### config.mk
export PLATFORM = sky130hd
export DESIGN_NAME = hazard_unit_md
export DESIGN_NICKNAME = d
export VERILOG_FILES = /design/src/rtl/hazard_unit_md.sv
export SDC_FILE = /design/constraint.sdc
export NUM_CORES = 1
export LEC_CHECK = 0
export CORE_AREA = 2 2 102 104
export CTS_BUF_LIST = sky130_fd_sc_hd__clkbuf_2
export DETAILED_ROUTE_END_ITERATION = 12
export DIE_AREA = 0 0 104 106
export PLACE_DENSITY_LB_ADDON = 0.05
export SYNTH_ARGS = -nofsm -noshare
export SYNTH_HDL_FRONTEND = slang
export SYNTH_SLANG_ARGS = --single-unit
### constraint.sdc
create_clock -name clk -period 6.6 [get_ports clk]
set_clock_uncertainty 0.15 [all_clocks]
set_input_delay 1.32 -clock clk [delete_from_list [all_inputs] [get_ports clk]]
set_output_delay 1.32 -clock clk [all_outputs]
set_load 0.005 [all_outputs]
### src/rtl/hazard_unit_md.sv
// Hazard detection for a pipelined MIPS-style core with a multi-cycle
// multiply/divide unit. It combines Tuse/Tnew data hazards with a busy
// counter for the md unit, and keeps saturating stall statistics.
module hazard_unit_md #(
    parameter int REG_AW      = 5,
    parameter int MULT_CYCLES = 5,
    parameter int DIV_CYCLES  = 10,
    parameter int CNT_W       = 32
) (
    input  logic              clk,
    input  logic              reset,
    input  logic [REG_AW-1:0] rs_d,
    input  logic [REG_AW-1:0] rt_d,
    input  logic [1:0]        tuse_rs_d,
    input  logic [1:0]        tuse_rt_d,
    input  logic              md_use_d,
    input  logic [REG_AW-1:0] a3_e,
    input  logic [REG_AW-1:0] a3_m,
    input  logic [1:0]        tnew_e,
    input  logic [1:0]        tnew_m,
    input  logic              md_start_e,
    input  logic              md_div_e,
    output logic              stall,
    output logic              en_pc,
    output logic              en_ifid,
    output logic              flush_idex,
    output logic              md_busy,
    output logic [CNT_W-1:0]  stall_cnt,
    output logic [CNT_W-1:0]  md_stall_cnt
);

    localparam logic [3:0] MULT_LOAD = 4'(MULT_CYCLES);
    localparam logic [3:0] DIV_LOAD  = 4'(DIV_CYCLES);

    logic [3:0]       busy_cnt_q, busy_cnt_d;
    logic [CNT_W-1:0] stall_cnt_q, stall_cnt_d;
    logic [CNT_W-1:0] md_stall_cnt_q, md_stall_cnt_d;

    logic haz_rs, haz_rt, haz_md, stall_int, md_only;

    // Counter increment that holds at all-ones instead of wrapping.
    function automatic logic [CNT_W-1:0] sat_inc(input logic [CNT_W-1:0] v);
        return (&v) ? v : v + CNT_W'(1);
    endfunction

    assign md_busy = (busy_cnt_q != 4'd0);

    // Hazard detection: a source hazards when its producer in E or M is not
    // ready in time (Tuse < Tnew); $0 and Tuse=3 can never match.
    always_comb begin
        haz_rs    = (rs_d != '0) &&
                    (((rs_d == a3_e) && (tuse_rs_d < tnew_e)) ||
                     ((rs_d == a3_m) && (tuse_rs_d < tnew_m)));
        haz_rt    = (rt_d != '0) &&
                    (((rt_d == a3_e) && (tuse_rt_d < tnew_e)) ||
                     ((rt_d == a3_m) && (tuse_rt_d < tnew_m)));
        haz_md    = md_use_d && (md_busy || md_start_e);
        // Reset masks the stall so the pipeline can flow while clearing.
        stall_int = reset && (haz_rs || haz_rt || haz_md);
        md_only   = stall_int && haz_md && !haz_rs && !haz_rt;
    end

    assign stall      = stall_int;
    assign en_pc      = ~stall_int;
    assign en_ifid    = ~stall_int;
    assign flush_idex = stall_int;

    // Next-state for the md busy counter and the stall statistics.
    always_comb begin
        busy_cnt_d     = busy_cnt_q;
        stall_cnt_d    = stall_cnt_q;
        md_stall_cnt_d = md_stall_cnt_q;

        // A start is only accepted when the unit is idle; starts while busy
        // are dropped silently.
        if (busy_cnt_q == 4'd0) begin
            if (md_start_e) begin
                busy_cnt_d = md_div_e ? DIV_LOAD : MULT_LOAD;
            end
        end else begin
            busy_cnt_d = busy_cnt_q - 4'd1;
        end

        if (stall_int) begin
            stall_cnt_d = sat_inc(stall_cnt_q);
        end
        if (md_only) begin
            md_stall_cnt_d = sat_inc(md_stall_cnt_q);
        end
    end

    // State registers; reset aborts any md operation in flight.
    always_ff @(posedge clk) begin
        if (!reset) begin
            busy_cnt_q     <= 4'd0;
            stall_cnt_q    <= '0;
            md_stall_cnt_q <= '0;
        end else begin
            busy_cnt_q     <= busy_cnt_d;
            stall_cnt_q    <= stall_cnt_d;
            md_stall_cnt_q <= md_stall_cnt_d;
        end
    end

    assign stall_cnt    = stall_cnt_q;
    assign md_stall_cnt = md_stall_cnt_q;

endmodule

Word-level counts from Yosys, hierarchy flattened:

Index checks and enable logic that the tools add are counted.

* flip-flop bits (word level): 68
* bits of input ports: 33
* output and inout bits: 69
* logic and storage cells: 47

* $add $sub $neg: 3
* $lt $le $gt $ge: 4
* equal/unequal tests: 5
* muxes and demuxes: 3
* bitwise gates (word level): 3
* reduce and logical (&&, ||, !) cells: 26

Operators by type and width (count)
* adder 32 x 1 -> 32 bit (second input constant): 2
* AND reduction 32 bit: 2
* equality test 5 bit: 4
* 2-to-1 mux 4 bit: 3
* logical AND 1 bit: 11
* nonzero test 5 bit: 2
* < comparator 2 bit: 4
* logical OR 1 bit: 5
* logical NOT 4 bit: 1
* AND reduction 2 bit: 2
* nonzero test 4 bit: 1
* subtractor 4 x 1 -> 4 bit (second input constant): 1
* NOT 1 bit: 3
* logical NOT 1 bit: 2
* != test 2 bit (second input constant): 1

Logic depth before layout (Yosys ltp):

Gate-level depths: netlist (run 1).

* depth in word-level cells: 11
* mapped depth: 11
* depth with buffers taken out: 9

Least setup slack after synthesis (run 1):

Ideal clock, no wire load.

* kind: input port to output port
* from: input tnew_e[1]
* to: output stall
* arrival time: 3.049 ns
* data required time: 5.130 ns
* setup slack: 2.081 ns
* stages: 11
* path buffers: 3
* cell sequence: inv_1 ha_1 a2111oi_0 nand4_1 a21oi_1 nor3_1 buf_6 buf_6 nand2b_1 inv_1 buf_4

* cells in the longest elaborated chain, start to end: 7
* elaborated cells on any way between the ends: 11
* classes of those cells: 2 x order compare; 9 x reduce/logical

RTL lines
* from (decl): RTL line 19 `input logic [1:0] tnew_e,`
* < comparator 2 bit (on tied branches): RTL line 52, 55
* logical AND 1 bit (on tied branches): RTL line 52, 55
* logical OR 1 bit (on tied branches): RTL line 52, 55
* logical AND 1 bit (on tied branches): RTL line 51, 54
* logical OR 1 bit (*) (2 in series): RTL line 59 `stall_int = reset && (haz_rs || haz_rt || haz_md);`
* logical AND 1 bit (*): RTL line 59
* to (decl): RTL line 23 `output logic stall,`

Mark *: on every way between the ends. The rest lies on a longest branch, timed or not.

Final worst setup path (run 1):

Same ends and word-level chain as after synthesis.

==> qor.csv, run 1 <==
stage,metric,value,unit
run_status,status,completed,
cells_and_area,share of cells above drive strength 1,0.0516,
global_route,Total Routing Usage GR,0.185,
cells_and_area,diodes inserted,0,
clock_tree,# hold bufs at CTS,0,
sta,Slew HR,0.399,
die,I/O pin count,102,
power_and_ir_drop,Max VDD drop,0.000117,V
hold_path,hold path depth,2,
yosys,leading area contributor after synthesis,dfxtp_1,
route,DR pass1 iterations,5,
run,maxcap violations,0,
power_and_ir_drop,Power Dens Cells,173,nW/um2
sta,Fin. Hold Viols,0,
route,DRC,0,
route,wire per inst,14.4,um
worst_setup_path,CP Capture Type,output port,
yosys,"Avg Cell Area, Syn",8.26,um2
worst_setup_path,CP Class,primary input to output port,
clock_tree,CTS tree,built,
placement,Placer Congestion,0.928,
route,Via density,5.26,
worst_setup_path,WP data required,5.13,ns
placement,hpwl dp,7.29,mm
yosys,synthesized cell area,3850,um2
hold_path,worst hold start,md_stall_cnt[10]$_SDFFE_PN0P_,
global_route,GRT Residual Overflow,0,
die,DIE WIDTH,104,um
yosys,Synth top area share,0.354,
clock_tree,Num CTS Buffers,9,
clock_tree,Clock Tree Buf Depth,2,
sta,fmax,179,MHz
worst_setup_path,terminus of the critical flop-to-flop path,md_stall_cnt[28]$_SDFFE_PN0P_,
die,Core ar.,10000,um2
yosys,post-synthesis sequential area ratio,0.354,
clock_tree,H-tree levels,3,
global_route,GR Util met2,0.306,
worst_setup_path,FF-to-FF Start,md_stall_cnt[4]$_SDFFE_PN0P_,
sta,endpoints failing setup,0,
worst_setup_path,crit path max fanout,29,
worst_setup_path,Reg2Reg Depth,8,
route,Iteration-0 DRC Markers,120,
power_and_ir_drop,LEAKAGE,1.71,nW
sta,Final min period,5.59,ns
hold_path,hold path endpoint,md_stall_cnt[10]$_SDFFE_PN0P_,
yosys,post-synth cell types,49,
route,DR vias,3670,
global_route,M3 GR Usage,0.0521,
worst_setup_path,R2R Setup Slk,3.23,ns
die,Row Count,37,
hold_path,Worst Hold Class,register to register,
yosys,synthesized instance count,466,
clock_tree,clk root buf,clkbuf_2,
yosys,Synth Net Count,507,
yosys,synth top area cells,"dfxtp_1 (35%), xnor2_1 (7.1%), nand4_1 (4.4%), xor2_1 (4.3%), nor2_1 (4.3%)",
clock_tree,CTS resizes,0,
sta,Fin Setup TNS,0,ns
global_route,met1 track demand over resource,0.235,
global_route,initial antenna violation count,0,
global_route,GRT busiest layer,met2,
clock_tree,post-CTS setup buffers,0,
die,Die Ht,106,um
route,Antenna Nets Post-Route,0,
yosys,total number of yosys warnings,0,
cells_and_area,P&R area growth vs syn,30.5,%
cells_and_area,final net count,598,
clock_tree,"CTS clk-pin slew, worst paths",0.21,ns
clock_tree,CTS Sinks,68,
route,routed wire length,10.0,mm
worst_setup_path,Worst Setup SP,tnew_e[1],
yosys,"Top FF cell, synth",dfxtp_1,
global_route,largest net degree at the start of global routing,40,
yosys,number of enable flip-flop cells after synthesis,0,
sta,final worst-path cycle share,0.846,
worst_setup_path,Worst setup SP type,primary input,
power_and_ir_drop,Power Total,0.871,mW
yosys,ys async rst share,0,
global_route,vias in the first global route,3495,
cells_and_area,fin util,0.502,
die,Die ar.,11000,um2
sta,worst slew pin tran,0.896,ns
sta,max-slew violations,0,
yosys,Synth Register Bits,68,
placement,PortBufs,101,
sta,RSZ-0062 raised after global routing,no,
die,initial core utilization,0.385,
worst_setup_path,Crit path arrival time,4.12,ns
clock_tree,insertion delay to the later sink of the worst-skew pair,0.53,ns
global_route,first-pass GRT wire length,16.8,mm
[per-stage QoR]
stage | instances | hold slack (ns) | cell area (um2) | setup slack (ns)
detailed placement | 682 | 0.340 | 4910 | 0.972
global placement | 682 | 0.325 | 4910 | 1.16
floorplan | 466 | 0.317 | 3850 | 2.08
CTS | 698 | 0.366 | 5020 | 0.962
global route | 698 | 0.390 | 5020 | 0.833
finish | 698 | 0.360 | 5020 | 1.01
[flip-flops by register name, indices dropped and copies added, names as in the netlist]
name          flops
stall_cnt        32
busy_cnt_q        4
md_stall_cnt     32
[cell usage after synthesis (2+ instances only)]
cell,count
a2111oi_0,2
a21oi_1,20
and2_1,8
and3_1,8
and4_1,3
buf_1,2
buf_2,2
buf_4,5
buf_6,5
clkbuf_1,10
dfxtp_1,68
ha_1,8
inv_1,18
mux2i_1,11
nand2_1,41
nand2b_1,10
nand3_1,20
nand3_2,2
nand4_1,27
nor2_1,44
nor3_1,22
nor3b_1,3
nor4_1,10
o211a_1,2
o211ai_1,4
o21a_1,2
o21ai_0,10
o31ai_1,13
or2_2,2
or3_1,6
or4_1,12
xnor2_1,31
xor2_1,19
[cell families (layout without fill, tap and decap cells)]
| kind of cell | Yosys count | count (layout) | share of synthesized area |
|---|---|---|---|
| flip-flops | 68 | 68 | 0.354 |
| multiplexers | 11 | 11 | 0.0286 |
| AND/OR/NAND/NOR | 225 | 225 | 0.318 |
| buffers and inverters | 42 | 138 | 0.0562 |
| adder cells (fa/ha/maj) | 8 | 8 | 0.0260 |
| AO/OA/AOI/OAI | 62 | 62 | 0.104 |
| XOR/XNOR | 50 | 50 | 0.114 |
[power breakdown]
group | leakage [nW] | total [mW] | internal (mW) | switching (mW)
clock network | 0.0683 | 0.248 | 0.0888 | 0.159
logic | 1.10 | 0.178 | 0.0890 | 0.0886
registers | 0.549 | 0.445 | 0.427 | 0.0182
[how the worst max path moves through the flow]
stage,to,slack (ns)
6_report,stall,1.01
5_1_grt,stall,0.83
4_1_cts,stall,0.96
3_5_place_dp,stall,0.97
3_3_place_gp,flush_idex,1.16
2_1_floorplan,stall,2.08
[worst max-delay path: stages]
cell and delay, ns:
clkdlybuf4s50_1 0.46, inv_1 0.05, ha_1 0.26, a2111oi_0 0.46, nand4_1 0.16, a21oi_1 0.30
nor3_2 0.06, buf_4 0.23, nand2b_1 0.20, inv_1 0.09, clkdlybuf4s50_1 0.50
[cells in the final DEF, fill, tap and decap left out, types with 3 or more instances in the layout]
cell             instances
nor2_1                  44
nor4_1                  10
clkbuf_2                10
nor3b_1                  3
and4_1                   3
a21oi_1                 20
mux2i_1                 11
buf_4                    3
or4_1                   12
nand2_1                 41
ha_1                     8
dfxtp_1                 68
nand4_1                 27
o21ai_0                 10
xor2_1                  19
o31ai_1                 13
and2_1                   8
nand2b_1                10
xnor2_1                 31
inv_1                   18
clkdlybuf4s50_1        101
or3_1                    6
o211ai_1                 4
nor3_1                  21
nand3_1                 20
and3_1                   8
[per-layer routing]
metal / routed length, um / share of wire / vias up
met2: 4630 / 0.46 / 96
li1: - / - / 1849
met5: 0 / 0 / -
met1: 4700 / 0.47 / 1709
met3: 541 / 0.054 / 16
met4: 158 / 0.016 / 0
[area by class of cell]
type / count / area [um2]
repair buffers: 104 / 1030
multi-input cells: 356 / 2280
clock buffers: 10 / 50.0
flip-flops and latches: 68 / 1360
clock inverters: 6 / 63.8
inverters: 18 / 67.6
fillers: 1014 / 4980
well taps: 136 / 170
(Power assumes the default switching activity.)
==> inputs of run 2 (changes only) <==
==> constraint.sdc (replaced) <==
create_clock -name clk -period 4.7 [get_ports clk]
set_clock_uncertainty 0.15 [all_clocks]
set_input_delay 0.94 -clock clk [delete_from_list [all_inputs] [get_ports clk]]
set_output_delay 0.94 -clock clk [all_outputs]
set_load 0.005 [all_outputs]
==> qor.csv, run 2 (same netlist as run 1, synthesis figures left out) <==
stage,metric,value,unit
run,maxcap violations,0,
sta,worst hold slack,0.364,ns
worst_setup_path,FF-to-FF Start,md_stall_cnt[4]$_SDFFE_PN0P_,
global_route,GRT Residual Overflow,0,
global_route,Total Routing Usage GR,0.184,
power_and_ir_drop,Max VDD drop,0.000275,V
clock_tree,CTS tree,built,
clock_tree,Clock Tree Buf Depth,2,
sta,fmax,226,MHz
worst_setup_path,Crit path arrival time,3.34,ns
global_route,vias in the first global route,3460,
worst_setup_path,slowest CP cell,clkdlybuf4s50_1,
worst_setup_path,CP Cell Sequence,clkdlybuf4s50_1 > inv_1 > ha_1 > a2111oi_1 > nand4_1 > a21oi_1 > nor3_2 > nand2b_1 > inv_1 > clkdlybuf4s50_1,
sta,Fin. Hold Viols,0,
worst_setup_path,CP Class,primary input to output port,
cells_and_area,"commonest non-fill, non-tap cell in the layout",clkdlybuf4s50_1,
die,initial core utilization,0.385,
route,DRC,0,
die,I/O pin count,102,
placement,Placer Congestion,0.885,
route,wire per inst,14.3,um
run_status,status,completed,
die,Core ar.,10000,um2
cells_and_area,multi-input logic area,2280,um2
clock_tree,# hold bufs at CTS,0,
route,DR pass1 iterations,4,
placement,PortBufs,101,
worst_setup_path,terminus of the critical flop-to-flop path,md_stall_cnt[14]$_SDFFE_PN0P_,
sta,final worst-path cycle share,0.943,
route,Iteration-0 DRC Markers,104,
worst_setup_path,CP max stage delay,0.50,ns
worst_setup_path,CP Capture Type,output port,
global_route,largest net degree at the start of global routing,49,
hold_path,hold path depth,2,
clock_tree,insertion delay to the later sink of the worst-skew pair,0.51,ns
sta,Fin Setup TNS,0,ns
route,routed wire length,10.0,mm
hold_path,Worst Hold Class,register to register,
worst_setup_path,R2R Setup Slk,1.69,ns
worst_setup_path,Reg2Reg Depth,9,
sta,RSZ-0062 raised after global routing,no,
placement,Post-DP Area,4920,um2
route,Antenna Nets Post-Route,0,
worst_setup_path,crit path max fanout,3,
cells_and_area,# fillers,1002,
placement,hpwl dp,7.31,mm
cells_and_area,diodes inserted,0,
sta,Slew HR,0.452,
sta,Final min period,4.43,ns
power_and_ir_drop,LEAKAGE,1.73,nW
cells_and_area,most frequent cells in the layout,"clkdlybuf4s50_1 (101), dfxtp_1 (68), nor2_1 (44)",
sta,endpoints failing setup,0,
cells_and_area,P&R area growth vs syn,31.5,%
worst_setup_path,end of the critical path,stall,
route,DR vias,3669,
route,Via density,5.25,
sta,worst slew pin tran,0.822,ns
power_and_ir_drop,Power Dens Cells,254,nW/um2
clock_tree,H-tree levels,3,
global_route,first-pass GRT wire length,16.8,mm
global_route,initial antenna violation count,0,
sta,max-slew violations,0,
worst_setup_path,Worst Setup SP,tnew_e[1],
cells_and_area,register area,1360,um2
worst_setup_path,Worst setup SP type,primary input,
clock_tree,post-CTS setup buffers,0,
die,Row Count,37,
die,Die ar.,11000,um2
clock_tree,Num CTS Buffers,9,
clock_tree,CTS Sinks,68,
die,Die Ht,106,um
cells_and_area,Final Cell Area,5060,um2
die,DIE WIDTH,104,um
clock_tree,"CTS clk-pin slew, worst paths",0.23,ns
cells_and_area,final net count,599,
clock_tree,clk root buf,clkbuf_2,
cells_and_area,share of cells above drive strength 1,0.0533,
worst_setup_path,WP data required,3.61,ns
-- run 2: cell count changes in the layout (fill, tap and decap cells not counted), sizes merged --
cell and delta:
clkinvlp -1, buf +1, inv +1, bufinv +1
clkbuf -1
-- run 2: how the worst min path moves through the flow --
stage                                             start                            end  slack, ns
after global routing       md_stall_cnt[2]$_SDFFE_PN0P_   md_stall_cnt[2]$_SDFFE_PN0P_       0.38
after global placement     md_stall_cnt[2]$_SDFFE_PN0P_   md_stall_cnt[2]$_SDFFE_PN0P_       0.32
after floorplan              stall_cnt[31]$_SDFFE_PN0P_     stall_cnt[31]$_SDFFE_PN0P_       0.32
after CTS                 md_stall_cnt[10]$_SDFFE_PN0P_  md_stall_cnt[10]$_SDFFE_PN0P_       0.36
final                     md_stall_cnt[10]$_SDFFE_PN0P_  md_stall_cnt[10]$_SDFFE_PN0P_       0.36
after detailed placement   md_stall_cnt[2]$_SDFFE_PN0P_   md_stall_cnt[2]$_SDFFE_PN0P_       0.33
-- run 2: final cells by class --
class | count | area share
sequential | 68 | 0.269
multi-input combinational | 356 | 0.450
inverter | 18 | 0.0133
clock inverter | 7 | 0.0195
timing repair buffer | 105 | 0.206
tap | 136 | 0.0336
clock buffer | 9 | 0.00890
-- run 2: per-layer routing --
layer / track usage / routed length (um)
met5: 0 / 0
met4: 0.0454 / 59
met3: 0.0497 / 517
met2: 0.303 / 4700
met1: 0.242 / 4760
-- run 2: worst max-delay path: cells and delay by family --
| kind | cells | cell delay (ns) |
|---|---|---|
| adders and majority gates | 1 | 0.26 |
| AOI/OAI and AO/OA | 2 | 0.62 |
| buffers and inverters | 4 | 1.10 |
| and+or+nand+nor | 3 | 0.42 |
-- run 2: where the power goes --
group,leakage [nW],internal (mW),switching (mW),total (mW)
clock,0.0829,0.180,0.231,0.411
sequential,0.549,0.600,0.0247,0.625
combinational,1.10,0.126,0.126,0.252
-- run 2: timing repair --
item	in CTS	in global routing
gates resized for setup	0	1
endpoints found under the setup margin	0	2
endpoints found under the hold margin	0	0
-- run 2: through the flow --
step | setup WS, ns | cells | power (mW) | util
floorplan | 0.941 | 466 | 0.794 | -
global placement | 0.252 | 683 | 0.886 | 0.492
detailed placement | 0.224 | 683 | 0.889 | 0.492
CTS | 0.206 | 699 | 1.31 | 0.506
global route | 0.0315 | 699 | 1.36 | 0.506
finish | 0.266 | 699 | 1.29 | 0.506
